--- src/rtl/utf8_pkg.sv ---
// Shared constants and types for the UTF-8 stream encoder.
// Pure declarations: no latency, no flow control.
package utf8_pkg;

  localparam logic [31:0] CP_MAX  = 32'h0010FFFF;
  localparam logic [15:0] SURR_LO = 16'hD800;
  localparam logic [15:0] SURR_HI = 16'hDFFF;
  localparam logic [15:0] CP_REPL = 16'hFFFD;

  typedef enum logic {ENC_IDLE, ENC_EMIT} enc_state_t;
  typedef logic [2:0] utf8_len_t;

  // Trailer payload left-aligned so the first trailer group sits in [29:24].
  function automatic logic [29:0] trail_align(input logic [31:0] cp, input utf8_len_t len);
    logic [29:0] t;
    case (len)
      3'd2:    t = {cp[5:0], 24'b0};
      3'd3:    t = {cp[11:0], 18'b0};
      3'd4:    t = {cp[17:0], 12'b0};
      3'd5:    t = {cp[23:0], 6'b0};
      3'd6:    t = cp[29:0];
      default: t = 30'b0;
    endcase
    return t;
  endfunction

endpackage

--- src/rtl/utf8_enc_classify.sv ---
// Combinational code point classifier: sequence length, validity and lead byte.
// Zero latency, no flow control.
module utf8_enc_classify
  import utf8_pkg::*;
#(
  parameter bit CHK_RANGE  = 1'b1,
  parameter bit ALLOW_SURR = 1'b0
) (
  input  logic [31:0] cp_data,
  output logic [2:0]  len,
  output logic        invalid,
  output logic        nonuni,
  output logic [7:0]  lead
);

  logic over;
  logic surr;

  always_comb begin
    over    = cp_data > CP_MAX;
    surr    = (cp_data >= {16'b0, SURR_LO}) && (cp_data <= {16'b0, SURR_HI});
    invalid = cp_data[31] || (CHK_RANGE && over) || (!ALLOW_SURR && surr);
    // cp[31]=1 is always above CP_MAX, so it is reported as a range cause too.
    nonuni  = invalid && over;

    if (cp_data < 32'h80) begin
      len  = 3'd1;
      lead = {1'b0, cp_data[6:0]};
    end else if (cp_data < 32'h800) begin
      len  = 3'd2;
      lead = {3'b110, cp_data[10:6]};
    end else if (cp_data < 32'h10000) begin
      len  = 3'd3;
      lead = {4'b1110, cp_data[15:12]};
    end else if (cp_data < 32'h200000) begin
      len  = 3'd4;
      lead = {5'b11110, cp_data[20:18]};
    end else if (cp_data < 32'h4000000) begin
      len  = 3'd5;
      lead = {6'b111110, cp_data[25:24]};
    end else begin
      len  = 3'd6;
      lead = {7'b1111110, cp_data[30]};
    end
  end

endmodule

--- src/rtl/utf8_stream_encoder.sv ---
// UTF-32 to UTF-8 byte streamer; lead byte 1 cycle after accept, then one byte per b_ready.
// Bytes held until b_ready; cp_ready only when idle or on last-byte handshake. Option: UTF8_STREAM_ENCODER_REPLACE_EN.
module utf8_stream_encoder
  import utf8_pkg::*;
#(
  parameter bit CHK_RANGE  = 1'b1,
  parameter bit ALLOW_SURR = 1'b0
) (
  input  logic        clk,
  input  logic        rst_in,
  input  logic        cp_valid,
  output logic        cp_ready,
  input  logic [31:0] cp_data,
  output logic        b_valid,
  input  logic        b_ready,
  output logic [7:0]  b_data,
  output logic        b_first,
  output logic        b_last,
  output logic        err,
  output logic        nonuni
);

  enc_state_t  state, state_n;
  logic [2:0]  rem, rem_n;
  logic [29:0] sr, sr_n;
  logic [7:0]  data_n;
  logic        first_n;

  logic [2:0]  cls_len;
  logic        cls_inv;
  logic        cls_nonuni;
  logic [7:0]  cls_lead;

  utf8_len_t   enc_len;
  logic [7:0]  enc_lead;
  logic [31:0] enc_cp;
  logic        emit_en;
  logic        acc;
  logic        take;

  utf8_enc_classify #(
    .CHK_RANGE  (CHK_RANGE),
    .ALLOW_SURR (ALLOW_SURR)
  ) u_classify (
    .cp_data (cp_data),
    .len     (cls_len),
    .invalid (cls_inv),
    .nonuni  (cls_nonuni),
    .lead    (cls_lead)
  );

`ifdef UTF8_STREAM_ENCODER_REPLACE_EN
  assign emit_en  = 1'b1;
  assign enc_cp   = cls_inv ? {16'b0, CP_REPL} : cp_data;
  assign enc_len  = cls_inv ? 3'd3 : cls_len;
  assign enc_lead = cls_inv ? 8'hEF : cls_lead;
`else
  assign emit_en  = !cls_inv;
  assign enc_cp   = cp_data;
  assign enc_len  = cls_len;
  assign enc_lead = cls_lead;
`endif

  assign b_valid  = (state == ENC_EMIT);
  assign b_last   = b_valid && (rem == 3'd0);
  assign cp_ready = (state == ENC_IDLE) || (b_last && b_ready);
  assign acc      = cp_valid && cp_ready;
  assign take     = b_valid && b_ready;

  always_comb begin
    state_n = state;
    rem_n   = rem;
    sr_n    = sr;
    data_n  = b_data;
    first_n = b_first;

    if (take) begin
      first_n = 1'b0;
      if (rem != 3'd0) begin
        rem_n  = rem - 3'd1;
        data_n = {2'b10, sr[29:24]};
        sr_n   = {sr[23:0], 6'b0};
      end else begin
        state_n = ENC_IDLE;
      end
    end

    // An accept can only coincide with the final handshake, so it overrides it.
    if (acc && emit_en) begin
      state_n = ENC_EMIT;
      rem_n   = enc_len - 3'd1;
      data_n  = enc_lead;
      sr_n    = trail_align(enc_cp, enc_len);
      first_n = 1'b1;
    end
  end

  always_ff @(posedge clk or negedge rst_in) begin
    if (!rst_in) begin
      state   <= ENC_IDLE;
      rem     <= 3'd0;
      sr      <= 30'b0;
      b_data  <= 8'h00;
      b_first <= 1'b0;
      err     <= 1'b0;
      nonuni  <= 1'b0;
    end else begin
      state   <= state_n;
      rem     <= rem_n;
      sr      <= sr_n;
      b_data  <= data_n;
      b_first <= first_n;
      err     <= acc && cls_inv;
      nonuni  <= acc && cls_nonuni;
    end
  end

endmodule

--- config.mk ---
export PLATFORM = sky130hd
export DESIGN_NAME = utf8_stream_encoder
export DESIGN_NICKNAME = d
export VERILOG_FILES = /design/src/rtl/utf8_pkg.sv /design/src/rtl/utf8_enc_classify.sv /design/src/rtl/utf8_stream_encoder.sv
export SDC_FILE = /design/constraint.sdc
export NUM_CORES = 1
export LEC_CHECK = 0
export CAP_MARGIN = 20
export CORE_UTILIZATION = 57
export DETAILED_ROUTE_END_ITERATION = 6
export GPL_TIMING_DRIVEN = 0
export PLACE_DENSITY_LB_ADDON = 0.12
export REMOVE_ABC_BUFFERS = 1
export SYNTH_ARGS = -nofsm -noshare
export SYNTH_HDL_FRONTEND = slang
export SYNTH_SLANG_ARGS = --single-unit
--- constraint.sdc ---
create_clock -name clk -period 4.5 [get_ports clk]
set_input_delay 1.35 -clock clk [delete_from_list [all_inputs] [get_ports clk]]
set_output_delay 1.35 -clock clk [all_outputs]
set_load 0.05 [all_outputs]
==> results.yml <==
status:
  status: "complete, but fails checks"
  violations: "design-rule violations"
power_and_ir_drop:
  max-vdd-ir-drop_v: 0.000194
  p_leak_nw: 1.39
  power_density_nw_per_um2: 242
floorplan:
  die_w_um: 71.2
  initial_core_util_pct: 60.9
  die_h_um: 71.2
  dieArea_um2: 5060
  fp-row-count: 24
  pin_count: 50
  core_area_um2: 4470
synth:
  async_flop_share_pct: 100
  yosysWarnings: 0
  postSynthRegisterBits: 45
  synth.most_common_cell: "nand2_1"
  synth_edf_count: 0
  synth_cell_types: 50
  synthDominantCellAreaShare_pct: 41.3
  mappedNetlistArea_um2: 2730
  synth.largest_area_cell: "dfrtp_1"
  synth_commonest_cells: "nand2_1, dfrtp_1, a21oi_1, a31oi_1, clkbuf_1"
  netlist_instances: 308
  avgSynthCellArea_um2: 8.85
  ys_seq_area_share_pct: 41.3
  synth_ff_type: "dfrtp_1"
  yosys-top-cells-area: "dfrtp_1, nand2_1, a21oi_1, a31oi_1, mux2i_1"
critical_path:
  crit_path_end_kind: "output port"
  crit_path_max_fanout: 3
  r2r_cells: 11
  worstSetupPathType: "in2out"
  startpoint_type: "primary input"
  critPathArrivalTime_ns: 3.06
  cp.required_ns: 3.15
timing:
  maxSlewViolCount: 0
  min_period_ns: 4.41
  post-route-period-util_pct: 97.9
  tightest_slew_ns: 0.909
  rsz0062_at_grt: "false"
  hold_viol_final: 0
  skew_ns: 0.0102
  hold-worst-slack_ns: 0.482
  setup_viol: 0
  relSlewSlack_pct: 38.9
  max_freq_ghz: 0.227
  layout_setup_ws_ns: 0.0940
clock_network:
  clk_pin_slew_worst_paths_ns: 0.08
  numCtsBuffers: 5
  insertion_delay_ns: 0.30
  cts.root.buffer_cell: "clkbuf_8"
  cts_buffer_depth: 2
  htreeDepth: 2
  cts_tree: "done"
  clock_sinks: 45
drt:
  postRouteAntennaNets: 0
  drc: 3
  viasPerCell: 6.78
  drt-wirelength-per-cell_um: 19.6
  vias: 2699
  firstDrtPassIters: 7
  drt_wl_total_mm: 7.82
  first_iter_violations: 435
cells_and_area:
  final_core_util_pct: 74.6
  fin_nets: 383
  nFillCells: 324
  ff_latch_area_um2: 1130
  multi_input_area_um2: 1450
  area_growth_pct: 22.3
  antenna_cells: 0
  drive_above_1_share_pct: 7.23
place:
  dpl_worst_slack_ns: -0.136
  io_buffers: 49
  place.gp.congestion: 0.931
  place_hpwl_mm: 5.36
run:
  maxCapViolCount: 0
grt:
  grt_max_degree: 51
  grt_pass1_vias: 2551
  overflow: 0
  grt_use_total_pct: 32.0
  grt_antenna_before_repair: 0
  grt_pass1_wl_mm: 12.5
hold_path:
  hold_class: "reg2reg"
  hold_path_depth: 2
[worst max-delay path, stage by stage]
cell             delay (ns)
clkdlybuf4s50_1        0.50
nor4b_2                0.24
nand2b_1               0.16
clkdlybuf4s50_1        0.80
[layout make-up]
class                           count  share of cell area [%]
Timing Repair Buffer               55                    17.0
Clock buffer                        5                    2.06
Inverter                            7                   0.788
Tap cell                           52                    1.95
Clock inverter                      2                    1.05
Multi-Input combinational cell    232                    43.4
Sequential cell                    45                    33.8
[path summary, 6_finish.rpt]
check                             start         to  slack [ns]
worst max-delay path            b_ready   cp_ready        0.09
worst max register to register   rem[1]     rem[2]        2.00
max in group asynchronous        rst_in  b_data[3]        3.00
min in group asynchronous        rst_in      sr[0]        0.99
worst min register to register  b_first    b_first        0.48
worst min-delay path            b_first    b_first        0.48
[what timing repair did]
| item | CTS | global route |
|---|---|---|
| setup endpoints to repair | 0 | 3 |
| resized for setup | 0 | 1 |
| hold buffers | 0 | 0 |
| setup buffers | 0 | 2 |
[cell usage in the layout, fill, tap and decap left out, types with 2 or more instances in the layout]
cell type,count
nor4_1,4
xnor2_1,2
a221o_1,7
a31oi_1,19
or4_4,2
a22oi_1,8
o21ai_0,13
nand3b_1,2
a21o_1,2
a21oi_1,27
o41ai_2,2
dfrtp_1,45
and3_1,12
clkdlybuf4s50_1,48
mux2i_1,11
a221oi_1,8
nor3_1,12
o22ai_1,2
nand2_1,51
and2_1,3
clkbuf_8,5
nand2b_1,3
a311oi_1,2
buf_4,2
nor2_1,14
o21bai_1,2
o211ai_1,2
inv_1,7
[power breakdown]
| part | internal (W) | switching (W) | leakage (nW) | total (W) |
|---|---|---|---|---|
| combinational | 0.0000439 | 0.0000562 | 0.710 | 0.000100 |
| clock | 0.000162 | 0.000138 | 0.0540 | 0.000299 |
| sequential | 0.000407 | 0.00000153 | 0.624 | 0.000409 |
| total | 0.000612 | 0.000195 | 1.39 | 0.000808 |
[sequential cells by signal (all words and copies together) (netlist names)]
signal,flops
err,1
b_valid,1
sr,30
rem,3
nonuni,1
b_first,1
b_data,8
[metal layers]
layer | vias up | global-route usage (%) | routed length [um]
met5 | - | 0 | 0
met4 | 0 | 10.7 | 183
met3 | 30 | 5.41 | 690
met2 | 159 | 52.8 | 3820
met1 | 1284 | 42.9 | 3120
li1 | 1226 | - | -
[logic make-up after synthesis]
family,count (synthesis),share of synthesized area [%]
fa+ha+maj,1,0.459
simple gates,114,21.1
compound gates,104,26.4
mux,11,4.04
xor+xnor,2,0.643
flops,45,41.3
buf+inv,31,6.10
[through the flow]
stage / std cells / TNS [ns] / total power [W] / instance area [um^2]
final: 398 / 0 / 0.000808 / 3340
after global routing: 398 / 0 / 0.000829 / 3340
after CTS: 395 / 0 / 0.000805 / 3310
after detailed placement: 388 / -0.574 / 0.000514 / 3210
after global placement: 385 / -11.55 / 0.000510 / 3140
after floorplan: 284 / 0 / 0.000446 / 2590
(Power assumes the default switching activity.)
